==> src/rtl/rif_reg_bank_pkg.sv <==
// rif_reg_bank_pkg
//   Shared definitions for the RIF register bank: register byte offsets,
//   default ID constant, the register-select enum and the address decoder
//   used for both the write and the read address paths.
package rif_reg_bank_pkg;

  localparam logic [31:0] ID_VALUE_DEFAULT = 32'h5249_4601;

  localparam logic [31:0] OFS_ID         = 32'h000;
  localparam logic [31:0] OFS_SCRATCH    = 32'h004;
  localparam logic [31:0] OFS_IRQ_STATUS = 32'h008;
  localparam logic [31:0] OFS_IRQ_ENABLE = 32'h00C;
  localparam logic [31:0] OFS_EVT_COUNT  = 32'h010;
  localparam logic [31:0] OFS_CTRL_BASE  = 32'h020;

  typedef enum logic [2:0] {
    SEL_NONE,
    SEL_ID,
    SEL_SCRATCH,
    SEL_IRQ_STATUS,
    SEL_IRQ_ENABLE,
    SEL_EVT_COUNT,
    SEL_CTRL
  } reg_sel_e;

  typedef struct packed {
    reg_sel_e   sel;
    logic [2:0] idx;  // CTRL word index, meaningful only for SEL_CTRL
  } reg_dec_t;

  // Full-width compare against the map; any misaligned address is unmapped.
  function automatic reg_dec_t decode_addr(input logic [31:0] addr,
                                           input int unsigned num_ctrl);
    reg_dec_t    d;
    logic [31:0] ofs;
    d.sel = SEL_NONE;
    d.idx = '0;
    ofs   = addr - OFS_CTRL_BASE;
    if (addr[1:0] != 2'b00)                d.sel = SEL_NONE;
    else if (addr == OFS_ID)               d.sel = SEL_ID;
    else if (addr == OFS_SCRATCH)          d.sel = SEL_SCRATCH;
    else if (addr == OFS_IRQ_STATUS)       d.sel = SEL_IRQ_STATUS;
    else if (addr == OFS_IRQ_ENABLE)       d.sel = SEL_IRQ_ENABLE;
    else if (addr == OFS_EVT_COUNT)        d.sel = SEL_EVT_COUNT;
    else if (addr >= OFS_CTRL_BASE && ofs < (num_ctrl << 2)) begin
      d.sel = SEL_CTRL;
      d.idx = ofs[4:2];
    end
    return d;
  endfunction

endpackage

==> src/rtl/rif_reg_bank_if.sv <==
// rif_reg_bank_if
//   RIF write/read channel between the AXI4-Lite adapter (master) and the
//   register bank (slave).
//   Write: rif_waddr, rif_wr_req, rif_wstrb, rif_wdata -> rif_wvalid
//   Read : rif_raddr, rif_rd_req                       -> rif_rdata, rif_rvalid
interface rif_reg_bank_if
  import rif_reg_bank_pkg::*;
#(
  parameter int ADDR_WIDTH = 12,
  parameter int DATA_WIDTH = 32,
  parameter int BYTE_COUNT = DATA_WIDTH / 8
);
  logic [ADDR_WIDTH-1:0] rif_waddr;
  logic                  rif_wr_req;
  logic [BYTE_COUNT-1:0] rif_wstrb;
  logic [DATA_WIDTH-1:0] rif_wdata;
  logic                  rif_wvalid;
  logic [ADDR_WIDTH-1:0] rif_raddr;
  logic                  rif_rd_req;
  logic [DATA_WIDTH-1:0] rif_rdata;
  logic                  rif_rvalid;

  modport master (
    output rif_waddr, rif_wr_req, rif_wstrb, rif_wdata, rif_raddr, rif_rd_req,
    input  rif_wvalid, rif_rdata, rif_rvalid
  );

  modport slave (
    input  rif_waddr, rif_wr_req, rif_wstrb, rif_wdata, rif_raddr, rif_rd_req,
    output rif_wvalid, rif_rdata, rif_rvalid
  );
endinterface

==> src/rtl/rif_strb_reg.sv <==
// rif_strb_reg
//   One DATA_WIDTH register with per-byte write strobes.
//   aclk/aresetn : clock, async active-low reset (clears to 0)
//   we           : write enable (already qualified by decode)
//   wstrb/wdata  : byte enables and write data
//   q            : register contents; bits outside IMPL_MASK always read 0
module rif_strb_reg
  import rif_reg_bank_pkg::*;
#(
  parameter int                    DATA_WIDTH = 32,
  parameter int                    BYTE_COUNT = DATA_WIDTH / 8,
  parameter logic [DATA_WIDTH-1:0] IMPL_MASK  = '1
) (
  input  logic                  aclk,
  input  logic                  aresetn,
  input  logic                  we,
  input  logic [BYTE_COUNT-1:0] wstrb,
  input  logic [DATA_WIDTH-1:0] wdata,
  output logic [DATA_WIDTH-1:0] q
);
  logic [DATA_WIDTH-1:0] merged;

  always_comb begin
    merged = q;
    for (int k = 0; k < BYTE_COUNT; k++) begin
      if (wstrb[k]) merged[8*k +: 8] = wdata[8*k +: 8];
    end
  end

  always_ff @(posedge aclk or negedge aresetn) begin
    if (!aresetn)  q <= '0;
    else if (we)   q <= merged & IMPL_MASK;
  end
endmodule

==> src/rtl/rif_reg_bank.sv <==
// rif_reg_bank
//   Control/status register bank behind the AXI4-Lite-to-RIF adapter.
//   aclk, aresetn : clock, async active-low reset
//   rif           : RIF slave channel (byte-strobed writes, zero-latency reads,
//                   combinational rif_wvalid/rif_rvalid decode flags)
//   irq_event     : per-line event pulses that set IRQ_STATUS bits
//   ctrl          : NUM_CTRL control words, CTRL[i] at [32i+31:32i]
//   irq           : registered |(IRQ_STATUS & IRQ_ENABLE)
module rif_reg_bank
  import rif_reg_bank_pkg::*;
#(
  parameter int          ADDR_WIDTH = 12,
  parameter int          DATA_WIDTH = 32,
  parameter int          BYTE_COUNT = DATA_WIDTH / 8,
  parameter int          NUM_CTRL   = 4,
  parameter int          IRQ_WIDTH  = 8,
  parameter logic [31:0] ID_VALUE   = ID_VALUE_DEFAULT
) (
  input  logic                           aclk,
  input  logic                           aresetn,
  rif_reg_bank_if.slave                  rif,
  input  logic [IRQ_WIDTH-1:0]           irq_event,
  output logic [NUM_CTRL*DATA_WIDTH-1:0] ctrl,
  output logic                           irq
);
  localparam logic [DATA_WIDTH-1:0] IRQ_MASK =
    DATA_WIDTH'((64'd1 << IRQ_WIDTH) - 64'd1);

  reg_dec_t dec_w, dec_r;
  logic     wr_fire;

  logic [DATA_WIDTH-1:0] scratch_q, irq_en_q, evt_cnt_q;
  logic [IRQ_WIDTH-1:0]  irq_status_q, w1c_mask;
  logic [DATA_WIDTH-1:0] ctrl_q [NUM_CTRL];
  logic                  evt_any, evt_rd_clr;

  assign dec_w = decode_addr(32'(rif.rif_waddr[ADDR_WIDTH-1:0]), NUM_CTRL);
  assign dec_r = decode_addr(32'(rif.rif_raddr[ADDR_WIDTH-1:0]), NUM_CTRL);

  // ID and EVT_COUNT are mapped for reads but reject writes.
  assign rif.rif_wvalid = (dec_w.sel == SEL_SCRATCH)    ||
                          (dec_w.sel == SEL_IRQ_STATUS) ||
                          (dec_w.sel == SEL_IRQ_ENABLE) ||
                          (dec_w.sel == SEL_CTRL);
  assign wr_fire = rif.rif_wr_req && rif.rif_wvalid;

  rif_strb_reg #(.DATA_WIDTH(DATA_WIDTH), .BYTE_COUNT(BYTE_COUNT)) u_scratch (
    .aclk(aclk), .aresetn(aresetn),
    .we(wr_fire && dec_w.sel == SEL_SCRATCH),
    .wstrb(rif.rif_wstrb), .wdata(rif.rif_wdata), .q(scratch_q)
  );

  rif_strb_reg #(.DATA_WIDTH(DATA_WIDTH), .BYTE_COUNT(BYTE_COUNT),
                 .IMPL_MASK(IRQ_MASK)) u_irq_en (
    .aclk(aclk), .aresetn(aresetn),
    .we(wr_fire && dec_w.sel == SEL_IRQ_ENABLE),
    .wstrb(rif.rif_wstrb), .wdata(rif.rif_wdata), .q(irq_en_q)
  );

  for (genvar i = 0; i < NUM_CTRL; i++) begin : g_ctrl
    rif_strb_reg #(.DATA_WIDTH(DATA_WIDTH), .BYTE_COUNT(BYTE_COUNT)) u_ctrl (
      .aclk(aclk), .aresetn(aresetn),
      .we(wr_fire && dec_w.sel == SEL_CTRL && dec_w.idx == 3'(i)),
      .wstrb(rif.rif_wstrb), .wdata(rif.rif_wdata), .q(ctrl_q[i])
    );
    assign ctrl[i*DATA_WIDTH +: DATA_WIDTH] = ctrl_q[i];
  end

  // W1C mask: a status bit clears only if its byte lane is strobed.
  always_comb begin
    w1c_mask = '0;
    if (wr_fire && dec_w.sel == SEL_IRQ_STATUS) begin
      for (int n = 0; n < IRQ_WIDTH; n++) begin
        w1c_mask[n] = rif.rif_wdata[n] & rif.rif_wstrb[n/8];
      end
    end
  end

  // Events are OR-ed in after the clear so a same-edge event wins.
  always_ff @(posedge aclk or negedge aresetn) begin
    if (!aresetn) irq_status_q <= '0;
    else          irq_status_q <= (irq_status_q & ~w1c_mask) | irq_event;
  end

  assign evt_any    = |irq_event;
  assign evt_rd_clr = rif.rif_rd_req && dec_r.sel == SEL_EVT_COUNT;

  // Clear-on-read takes the pre-clear value to rdata; a coincident event
  // leaves the count at 1 rather than 0.
  always_ff @(posedge aclk or negedge aresetn) begin
    if (!aresetn)                         evt_cnt_q <= '0;
    else if (evt_rd_clr)                  evt_cnt_q <= DATA_WIDTH'(evt_any);
    else if (evt_any && evt_cnt_q != '1)  evt_cnt_q <= evt_cnt_q + 1'b1;
  end

  always_ff @(posedge aclk or negedge aresetn) begin
    if (!aresetn) irq <= 1'b0;
    else          irq <= |(DATA_WIDTH'(irq_status_q) & irq_en_q);
  end

  always_comb begin
    rif.rif_rdata  = '0;
    rif.rif_rvalid = 1'b1;
    case (dec_r.sel)
      SEL_ID:         rif.rif_rdata = DATA_WIDTH'(ID_VALUE);
      SEL_SCRATCH:    rif.rif_rdata = scratch_q;
      SEL_IRQ_STATUS: rif.rif_rdata = DATA_WIDTH'(irq_status_q);
      SEL_IRQ_ENABLE: rif.rif_rdata = irq_en_q;
      SEL_EVT_COUNT:  rif.rif_rdata = evt_cnt_q;
      SEL_CTRL: begin
        for (int i = 0; i < NUM_CTRL; i++) begin
          if (dec_r.idx == 3'(i)) rif.rif_rdata = ctrl_q[i];
        end
      end
      default:        rif.rif_rvalid = 1'b0;
    endcase
  end
endmodule

==> src/flat_wrapper.sv <==
// flat-port wrapper written by rule: the top's interface ports become plain ports
module rif_reg_bank_flat import rif_reg_bank_pkg::*;
#(
  parameter int          ADDR_WIDTH = 12,
  parameter int          DATA_WIDTH = 32,
  parameter int          BYTE_COUNT = DATA_WIDTH / 8,
  parameter int          NUM_CTRL   = 4,
  parameter int          IRQ_WIDTH  = 8,
  parameter logic [31:0] ID_VALUE   = ID_VALUE_DEFAULT
)
  (aclk, aresetn, irq_event, ctrl, irq, rif_rif_waddr, rif_rif_wr_req, rif_rif_wstrb, rif_rif_wdata, rif_rif_raddr, rif_rif_rd_req, rif_rif_wvalid, rif_rif_rdata, rif_rif_rvalid);
  rif_reg_bank_if #(.ADDR_WIDTH(ADDR_WIDTH), .DATA_WIDTH(DATA_WIDTH), .BYTE_COUNT(BYTE_COUNT)) rif_i ();
  input  logic aclk;
  input  logic aresetn;
  input  logic [IRQ_WIDTH-1:0] irq_event;
  output logic [NUM_CTRL*DATA_WIDTH-1:0] ctrl;
  output logic irq;
  input wire logic [$bits(rif_i.rif_waddr)-1:0] rif_rif_waddr;
  input wire logic [$bits(rif_i.rif_wr_req)-1:0] rif_rif_wr_req;
  input wire logic [$bits(rif_i.rif_wstrb)-1:0] rif_rif_wstrb;
  input wire logic [$bits(rif_i.rif_wdata)-1:0] rif_rif_wdata;
  input wire logic [$bits(rif_i.rif_raddr)-1:0] rif_rif_raddr;
  input wire logic [$bits(rif_i.rif_rd_req)-1:0] rif_rif_rd_req;
  output wire logic [$bits(rif_i.rif_wvalid)-1:0] rif_rif_wvalid;
  output wire logic [$bits(rif_i.rif_rdata)-1:0] rif_rif_rdata;
  output wire logic [$bits(rif_i.rif_rvalid)-1:0] rif_rif_rvalid;
  assign rif_i.rif_waddr = rif_rif_waddr;
  assign rif_i.rif_wr_req = rif_rif_wr_req;
  assign rif_i.rif_wstrb = rif_rif_wstrb;
  assign rif_i.rif_wdata = rif_rif_wdata;
  assign rif_i.rif_raddr = rif_rif_raddr;
  assign rif_i.rif_rd_req = rif_rif_rd_req;
  assign rif_rif_wvalid = rif_i.rif_wvalid;
  assign rif_rif_rdata = rif_i.rif_rdata;
  assign rif_rif_rvalid = rif_i.rif_rvalid;
  rif_reg_bank #(.ADDR_WIDTH(ADDR_WIDTH), .DATA_WIDTH(DATA_WIDTH), .BYTE_COUNT(BYTE_COUNT), .NUM_CTRL(NUM_CTRL), .IRQ_WIDTH(IRQ_WIDTH), .ID_VALUE(ID_VALUE)) u_core (.aclk(aclk), .aresetn(aresetn), .rif(rif_i), .irq_event(irq_event), .ctrl(ctrl), .irq(irq));
endmodule
==> config.mk <==
export PLATFORM = sky130hd
export DESIGN_NAME = rif_reg_bank_flat
export DESIGN_NICKNAME = d
export VERILOG_FILES = /design/src/rtl/rif_reg_bank_pkg.sv /design/src/rtl/rif_reg_bank_if.sv /design/src/rtl/rif_strb_reg.sv /design/src/rtl/rif_reg_bank.sv /design/src/flat_wrapper.sv
export SDC_FILE = /design/constraint.sdc
export NUM_CORES = 1
export LEC_CHECK = 0
export ABC_AREA = 1
export CAP_MARGIN = 20
export CORE_MARGIN = 5
export CORE_UTILIZATION = 30
export CTS_CLUSTER_DIAMETER = 100
export DETAILED_ROUTE_END_ITERATION = 7
export PLACE_DENSITY_LB_ADDON = 0.1
export RECOVER_POWER = 25
export SYNTH_ARGS = -nofsm -noshare
export SYNTH_HDL_FRONTEND = slang
export SYNTH_SLANG_ARGS = --single-unit
==> constraint.sdc <==
create_clock -name aclk -period 1.9 [get_ports aclk]
set_input_delay 0.19 -clock aclk [delete_from_list [all_inputs] [get_ports aclk]]
set_output_delay 0.19 -clock aclk [all_outputs]
set_load 0.01 [all_outputs]
# Word-level counts from Yosys, hierarchy flattened
# Cells that the tools add are included.
totals:
  reg_bits: 209
classes:
  n_addsub: 3
  magnitude_cmp: 4
  eq_ne: 25
  n_mux: 35
  n_bitwise: 12
  n_reduce_logical: 47
ops:
  columns: ["operator", "n"]
  rows:
  - ["$mux 32", 6]
  - ["$pmux 32 s6", 1]
  - ["$mux 3", 24]
  - ["$lt 32x5->1 const B", 2]
  - ["$eq 12x4->1 const B", 4]
  - ["$reduce_and 2->1", 21]
  - ["$add 32x1->32 const B", 1]
  - ["$ne 32x32->1 const B", 1]
  - ["$reduce_or 32->1", 1]
  - ["$sub 12x6->13 const B", 2]
  - ["$eq 12x3->1 const B", 2]
  - ["$eq 12x5->1 const B", 2]
  - ["$eq 3x2->1 const B", 8]
  - ["$ge 12x6->1 const B", 2]
  - ["$logic_not 12->1", 2]
  - ["$and 8x8->8", 2]
  - ["$eq 3x3->1 const B", 5]
  - ["$logic_and 1x1->1", 13]
  - ["$mux 6", 2]
  - ["$eq 3x1->1 const B", 3]
  - ["$and 1x1->1", 8]
  - ["$mux 8", 1]
  - ["$not 8->8", 1]
  - ["$or 8x8->8", 1]
  - ["6 further kinds", 11]

# Logic depth before layout (Yosys ltp)
# Gate-level depths: netlist (run 1).
depth:
  word_depth: 20
  ltp_mapped: 13
  ltp_nobuf: 12

# By module
# From an unflattened synthesis (run 1), not the netlist that was laid out.
hier_totals:
  hier_cells: 1641
  area_unflattened_um2: 12289.3
modules_own_cells:
  columns: ["mod", "n_inst", "cells_each", "area_per_inst_um2"]
  rows:
  - ["rif_strb_reg (u_core.g_ctrl[0].u_ctrl ...)", 5, 140, 1291.2]
  - ["rif_reg_bank", 1, 881, 5306.3]
  - ["rif_strb_reg (u_core.u_irq_en)", 1, 60, 526.8]

# Least setup slack after synthesis (run 1)
# Ideal clock, no wire load.
synth_timing:
  path_kind: "input port to output port"
  start: "in rif_rif_raddr[5]"
  end: "out rif_rif_rdata[11]"
  arrival_time_ns: 1.667
  path_slack_ns: 0.043
  path_stages: 11
  n_path_buf: 1
  cell_sequence: "inv_1 ha_1 nand3_1 nor2_1 nand2_1 nor2_1 clkbuf_1 nand3_1 nand2_1 nor2_1 o21ai_1"
synth_between:
  elab_chain_cells: 16
synth_rtl:
  columns: ["item", "line_no", "rtl"]
  rows:
  - ["start: declaration", "flat_wrapper.sv:22", "input wire logic [$bits(rif_i.rif_raddr)-1:0] rif_rif_raddr;"]
  - ["$sub 12x6->13", "rif_reg_bank_pkg.sv:38", "ofs = addr - OFS_CTRL_BASE;"]
  - ["$lt 32x5->1", "rif_reg_bank_pkg.sv:45", "else if (addr >= OFS_CTRL_BASE && ofs < (num_ctrl << 2)) begin"]
  - ["$logic_and 1x1->1", "rif_reg_bank_pkg.sv:45", null]
  - ["$mux 6", "rif_reg_bank_pkg.sv:45", null]
  - ["$mux 3", "rif_reg_bank_pkg.sv:44", "else if (addr == OFS_EVT_COUNT) d.sel = SEL_EVT_COUNT;"]
  - ["$mux 3", "rif_reg_bank_pkg.sv:43", "else if (addr == OFS_IRQ_ENABLE) d.sel = SEL_IRQ_ENABLE;"]
  - ["$mux 3", "rif_reg_bank_pkg.sv:42", "else if (addr == OFS_IRQ_STATUS) d.sel = SEL_IRQ_STATUS;"]
  - ["$mux 3", "rif_reg_bank_pkg.sv:41", "else if (addr == OFS_SCRATCH) d.sel = SEL_SCRATCH;"]
  - ["$mux 3", "rif_reg_bank_pkg.sv:40", "else if (addr == OFS_ID) d.sel = SEL_ID;"]
  - ["$mux 3", "rif_reg_bank_pkg.sv:39", "if (addr[1:0] != 2'b00) d.sel = SEL_NONE;"]
  - ["$logic_not 3->1", "rif_reg_bank.sv:112", "if (dec_r.idx == 3'(i)) rif.rif_rdata = ctrl_q[i];"]
  - ["$mux 32 (4 in series)", "rif_reg_bank.sv:112", null]
  - ["$pmux 32 s6 (*)", "rif_reg_bank.sv:104", "case (dec_r.sel)"]
  - ["end: declaration", "flat_wrapper.sv:25", "output wire logic [$bits(rif_i.rif_rdata)-1:0] rif_rif_rdata;"]
# Mark *: on every way between the ends. The rest lies on a longest branch, timed or not.

# Worst setup path after layout (run 1)
layout_timing:
  start: "in rif_rif_raddr[6]"
  end: "out rif_rif_rdata[1]"
# The elaborated chain is that of the path after synthesis.

==> run metrics, run 1 <==
Syn Std Cell Area 12200 um2; CP Capture Type output port; Final Skew 0.0148 ns; Final Hold Viols 0; die area 44800 um2; Pleak 0.00919 uW; 1st-pass router iterations 6; Critical Path RT 1.71 ns; TNS Setup -8.60 ns; total gr overflow 0; ys async rst share 1.00; top cells by area, synth dfrtp_1, nand2_1, nand4_1; Post-DRT Antenna Nets 0; gpl congestion 0.933; min cycle time layout 2.22 ns; post-synth cell types 43; Pwr Density 572 nW/um2; fin crit share 1.17; Die X-Extent 212 um; Starting Density 0.305; Synth Area per Inst 7.19 um2; EDFF count, synth 0; GRT Total Usage 0.242; Max Cap Viol 0; Worst Hold Class in -> reg; Vias/cell 5.05; Final nets 2223; TritonCTS sink count 209; hold depth 3; routed len/inst 20.9 um; clock buffer depth 3; Synth Flop Type dfrtp_1; row cnt 73; Worst Path Arrival 2.03 ns; status finished with violations; setup ws final -0.315 ns; met2 usage 0.389; share of the synthesized area in the top cell type 0.429; Reg2Reg Capture Point u_core.evt_cnt_q[18]$_DFFE_PN0P_; hold_ws 0.215 ns; post-synthesis register bit count 209; vias in the first global route 13500; share of layout cells above drive strength 1 0.280; Detailed Route Iter0 Violations 1148; GR peak layer met2; hold endpoint u_core.irq_status_q[0]$_DFF_PN0_; HP Start irq_event[0]; worst r2r path cells 12; Max Slew Vio Count 0; failing checks negative setup slack; Tot Pwr 11100 uW; final instance area 19300 um2; critical path class in -> out; worst r2r src u_core.evt_cnt_q[1]$_DFFE_PN0P_; die height 212 um; Core Area 40000 um2; wirelength, routed 56200 um; cell count after synthesis 1696; port bufs 234; Max-slew headroom 0.141; largest net degree at the start of global routing 48; GR Util met3 0.0329; initial antenna violation count 0; GRT met1 Usage 0.347; final setup fails 33; worst slew pin tran 1.29 ns; CTS buffer count 26; first-pass GRT wire length 83600 um; Post-Syn Nets 1771; Ports 235; RSZ-0062 raised after global routing yes; DP HPWL 40400 um; CTS clk-pin slew, worst paths 0.06 ns; crit-path max FO 7; cell taking the most area after synthesis dfrtp_1; CP startpoint kind primary input; Syn. warnings 0; Area after DPL 16900 um2; clk_lat worst skew 0.55 ns; area growth from synthesis to layout 58.7%; sequential area share after synthesis 0.429; CTS tree built; achievable clock frequency 451 MHz; Root Driver clkbuf_16; Remaining DRCs 0; via count 13600; final core utilization 0.484; reg2reg setup slack 0.10 ns; Clock H-tree levels 1; peak supply drop 651 uV
timing repair:
item                       CTS  global route
cloned                       5             1
setup buffers               29            13
hold endpoints to repair    73             0
setup endpoints to repair  115           170
hold buffers                 1             0
resized for setup          385           160
pin swaps                   81            79
cells in the mapped netlist, types with 2 or more instances:
cell type and instances:
buf_1 8, nor2_2 7, nor2_4 6, nand4_1 165, inv_1 183, nand3_2 4
o21ai_0 83, o21ai_1 28, nor2_1 134, nor4_1 2, or2_2 3, nor3_2 2
buf_4 3, buf_2 24, a221oi_1 3, nand3_4 10, clkbuf_1 31, o211ai_1 7
ha_1 3, dfrtp_1 209, xnor2_1 2, nand3_1 109, nand2_2 4, nand2_1 574
nor3_1 23, a21oi_1 18, inv_2 8, nand3b_1 4, buf_6 12, o21bai_1 2
a22o_1 4, xor2_1 10
worst max-delay path, stage by stage:
cell and delay (ns):
buf_8 0.08, inv_4 0.03, ha_4 0.26, nand2_2 0.04
nor2_2 0.10, nand3_2 0.11, nor2_4 0.14, nand3_4 0.14
buf_12 0.16, nor2_4 0.11, buf_8 0.17, buf_12 0.16
nand2_2 0.06, nand3_2 0.07, o21ai_2 0.06, buf_2 0.15
routing by layer:
layer | up-vias | routed length (um)
li1 | 6481 | -
met1 | 6596 | 25400
met2 | 437 | 26300
met3 | 79 | 3250
met4 | 0 | 1230
met5 | - | 0
metrics by stage:
step	setup slack [ns]	cells
after floorplan	0.0428	1696
after global placement	-1.29	2599
after detailed placement	-1.29	2599
after CTS	-0.358	2680
after global routing	-0.424	2692
final	-0.315	2693
cell type report:
type / count / area [um2]
multi-input combinational: 1215 / 6790
clock buffer: 36 / 749
timing repair buffer: 504 / 5070
fill: 3961 / 20700
tap: 525 / 657
sequential: 209 / 5230
antenna: 1 / 2.50
inverter: 192 / 736
clock inverter: 11 / 115
logic make-up after synthesis:
group,after synthesis,synth area share
AO/OA/AOI/OAI,150,0.0671
buffers and inverters,272,0.0958
XOR/XNOR,12,0.00862
AND/OR/NAND/NOR,1050,0.396
adder cells (fa/ha/maj),3,0.00308
flip-flops,209,0.429
registers in the layout, indices dropped and copies added (netlist names):
name and cells:
u_core.g_ctrl.u_ctrl.q 128, u_core.irq 1, u_core.irq_status_q 8, u_core.u_scratch.q 32, u_core.evt_cnt_q 32, u_core.u_irq_en.q 8
report_power, final:
part           total, uW  switching [uW]  internal (uW)
logic               1270             760            508
registers           4700             133           4560
clock network       5100            2080           3020
total              11100            2970           8090
worst max path at each step:
stage                     slack, ns                 to             start  cells past startpoint
after floorplan                0.04  rif_rif_rdata[11]  rif_rif_raddr[5]                     11
after global placement        -1.29  rif_rif_rdata[31]  rif_rif_raddr[5]                     14
after detailed placement      -1.29   rif_rif_rdata[1]  rif_rif_raddr[6]                     13
after CTS                     -0.36  rif_rif_rdata[16]  rif_rif_raddr[6]                     16
after global routing          -0.42  rif_rif_rdata[27]  rif_rif_raddr[5]                     16
final                         -0.32   rif_rif_rdata[1]  rif_rif_raddr[6]                     16
cells in the final DEF (no fill, tap or decap), drive strengths merged, types with 18 or more instances in the layout:
cell / count
a21oi: 18
buf: 307
clkbuf: 42
clkdlybuf4s50: 178
dfrtp: 209
inv: 189
nand2: 579
nand3: 123
nand4: 165
nor2: 148
nor3: 26
o21ai: 112
(Power assumes the default switching activity.)
==> run 2, diff against run 1 <==
--- a/config.mk
+++ b/config.mk
@@ -13,6 +13,7 @@
 export DETAILED_ROUTE_END_ITERATION = 7
 export PLACE_DENSITY_LB_ADDON = 0.1
 export RECOVER_POWER = 25
+export REMOVE_ABC_BUFFERS = 1
 export SYNTH_ARGS = -nofsm -noshare
 export SYNTH_HDL_FRONTEND = slang
 export SYNTH_SLANG_ARGS = --single-unit
==> run 2 against run 1 <==
Effect of this change: the run still ends with negative setup slack left; first-iteration DRC count decreased by 3.8%; cell area decreased by 2.2%; core utilization decreased by 1.1 points; final cell count decreased by 1.2%; critical path depth decreased by 2; largest cell class unchanged; highest routed layer unchanged.
==> run metrics, run 2 (synthesis results as in run 1) <==
die height 212 um (unchanged); Pwr Density 591 nW/um2 (was 572 nW/um2); HP Start irq_event[4] (was irq_event[0]); gpl congestion 0.928 (was 0.933); CP Capture Type output port (unchanged); Critical Path RT 1.71 ns (about the same); crit-path max FO 6 (was 7); worst-path cell with the longest stage delay nor2_4 (was ha_4); worst r2r path cells 9 (was 12); Max Slew Vio Count 0 (unchanged); clock buffer depth 3 (unchanged); routed len/inst 20.4 um (was 20.9 um); Root Driver clkbuf_16 (unchanged); die area 44800 um2 (unchanged); 1st-pass router iterations 5 (was 6); Worst Hold Class in -> reg (unchanged); Final nets 2194 (was 2223); Top delay family on crit path buffers and inverters (was simple AND/OR/NAND/NOR gates); Crit path buffers/inverters 7 (was 6); RSZ-0062 raised after global routing yes (unchanged); Remaining DRCs 0 (unchanged); Ant. Diodes 0 (was 1); via count 13400 (was 13600); worst slew pin tran 1.23 ns (was 1.29 ns); CTS clk-pin slew, worst paths 0.06 ns (about the same); critical path class in -> out (unchanged); area growth from synthesis to layout 55.2% (was 58.7%); TritonCTS sink count 209 (unchanged); hold endpoint u_core.irq_status_q[4]$_DFF_PN0_ (was u_core.irq_status_q[0]$_DFF_PN0_); Max-slew headroom 0.180 (was 0.141); DP HPWL 39200 um (was 40400 um); GRT Total Usage 0.232 (was 0.242); final non-filler cell total 2660 (was 2693); Tot Pwr 11200 uW (was 11100 uW); row cnt 73 (unchanged); worst r2r src u_core.evt_cnt_q[23]$_DFFE_PN0P_ (was u_core.evt_cnt_q[1]$_DFFE_PN0P_); setup slack at placement -1.19 ns (was -1.29 ns); Reg2Reg Capture Point u_core.evt_cnt_q[30]$_DFFE_PN0P_ (was u_core.evt_cnt_q[18]$_DFFE_PN0P_); peak supply drop 586 uV (was 651 uV); vias in the first global route 13200 (was 13500); final core utilization 0.473 (was 0.484); Detailed Route Iter0 Violations 1104 (was 1148); min cycle time layout 2.21 ns (was 2.22 ns); CTS tree built (unchanged); Clock H-tree levels 1 (unchanged); Final Skew 0.00805 ns (was 0.0148 ns); Crit path top cell by count buf_6; max FFs per register 128 (unchanged); clk_lat worst skew 0.54 ns (was 0.55 ns); Max Cap Viol 0 (unchanged); dpl cells 2579 (was 2599); Largest Register u_core.g_ctrl.u_ctrl.q (unchanged); critical path, cell by cell buf_6, nor2_4, buf_6, buf_6, buf_6, nand2_2, nor2_2, nand2_2, nor2_4, buf_6, buf_12, nand3_2, o21ai_2, buf_2 (was buf_8, inv_4, ha_4, nand2_2, nor2_2, nand3_2, nor2_4, nand3_4, buf_12, nor2_4, buf_8, buf_12, nand2_2, nand3_2, o21ai_2, buf_2); largest net degree at the start of global routing 56 (was 48); Vias/cell 5.04 (was 5.05); most frequent cells in the layout nand2_1, dfrtp_1, clkdlybuf4s50_1 (was nand2_1, dfrtp_1, buf_4); Pleak 0.00890 uW (was 0.00919 uW); Final Hold Viols 0 (unchanged); fillers 3988 (was 3961); Starting Density 0.305 (unchanged); hold depth 3 (unchanged); reg2reg setup slack 0.06 ns (was 0.10 ns); fin crit share 1.16 (was 1.17); Worst Path Arrival 2.02 ns (was 2.03 ns); initial antenna violation count 0 (unchanged); setup ws final -0.313 ns (was -0.315 ns); port bufs 234 (unchanged); biggest regs u_core.g_ctrl.u_ctrl.q x128, u_core.evt_cnt_q x32, u_core.u_scratch.q x32 (unchanged); Ports 235 (unchanged); final setup fails 32 (was 33); commonest non-fill, non-tap cell in the layout nand2_1 (unchanged); Post-DRT Antenna Nets 0 (unchanged); status finished with violations (unchanged); wirelength, routed 54400 um (was 56200 um); CTS buffer count 25 (was 26); achievable clock frequency 452 MHz (was 451 MHz); total gr overflow 0 (unchanged); CP startpoint kind primary input (unchanged); Die X-Extent 212 um (unchanged); share of layout cells above drive strength 1 0.253 (was 0.280); critical path's largest stage delay 0.22 ns (was 0.26 ns); first-pass GRT wire length 81400 um (was 83600 um); cell count along the critical path 14 (was 16); Core Area 40000 um2 (unchanged); failing checks negative setup slack (unchanged)
run 2: cell types whose count changed in the layout (fill, tap and decap cells not counted), moves of 6 or more:
cell     before  now
nor2_1       94  106
nand3_1      59   65
nor3_4        1    9
nand2_4      31   18
buf_12       43   35
buf_4       184  162
nor2_2       26   16
nand2_1     510  531
nand2_2      38   30
buf_6        41   50
run 2: how the worst max path moves through the flow:
| stage | startpoint | to |
|---|---|---|
| finish | rif_rif_raddr[1] | rif_rif_rdata[23] |
| detailed placement | rif_rif_raddr[6] | rif_rif_rdata[1] |
| global route | rif_rif_raddr[1] | rif_rif_rdata[23] |
| CTS | rif_rif_raddr[6] | rif_rif_rdata[0] |
| floorplan | rif_rif_waddr[5] | u_core.g_ctrl[0].u_ctrl.q[0]$_DFFE_PN0P_ |
| global placement | rif_rif_raddr[5] | rif_rif_rdata[11] |
run 2: area by class of cell:
cell class	instances	area [um2]	area share
multi-input combinational	1215	6690	0.354
sequential	209	5230	0.276
timing repair buffer	476	4730	0.250
clock buffer	37	741	0.0392
inverter	192	732	0.0387
tap	525	657	0.0347
clock inverter	6	134	0.00708
run 2: metrics by stage:
stage	TNS [ns]	cell area (um2)	hold WS (ns)
6_report	-8.48	18900	0.226
5_1_grt	-12.42	18900	0.234
4_1_cts	-8.71	18400	0.161
3_5_place_dp	-132.77	16700	0.174
3_3_place_gp	-131.36	16700	0.179
2_1_floorplan	-118.88	11700	-0.106
run 2: repair_timing:
action	4_1_cts	5_1_grt
endpoints found under the hold margin	85	0
resized for setup	355	136
pin swaps	70	58
cloned	4	2
hold buffers	1	0
setup endpoints to repair	112	156
buffers inserted	29	10
run 2: routing by layer:
layer | wire (um) | global-route usage
met3 | 3020 | 0.0295
met1 | 24800 | 0.341
met5 | 0 | 0
met4 | 1520 | 0.0569
met2 | 25000 | 0.364
run 2: worst min-delay path, delay by kind of cell:
family / cells / cell delay (ns)
AND/OR/NAND/NOR: 1 / 0.04
buffers and inverters: 2 / 0.49
run 2: report_power, final:
part | total [uW] | internal, uW | switching (uW)
Sequential | 4680 | 4560 | 116
Combinational | 1280 | 504 | 776
Clock | 5220 | 3220 | 2010
Total | 11200 | 8280 | 2900
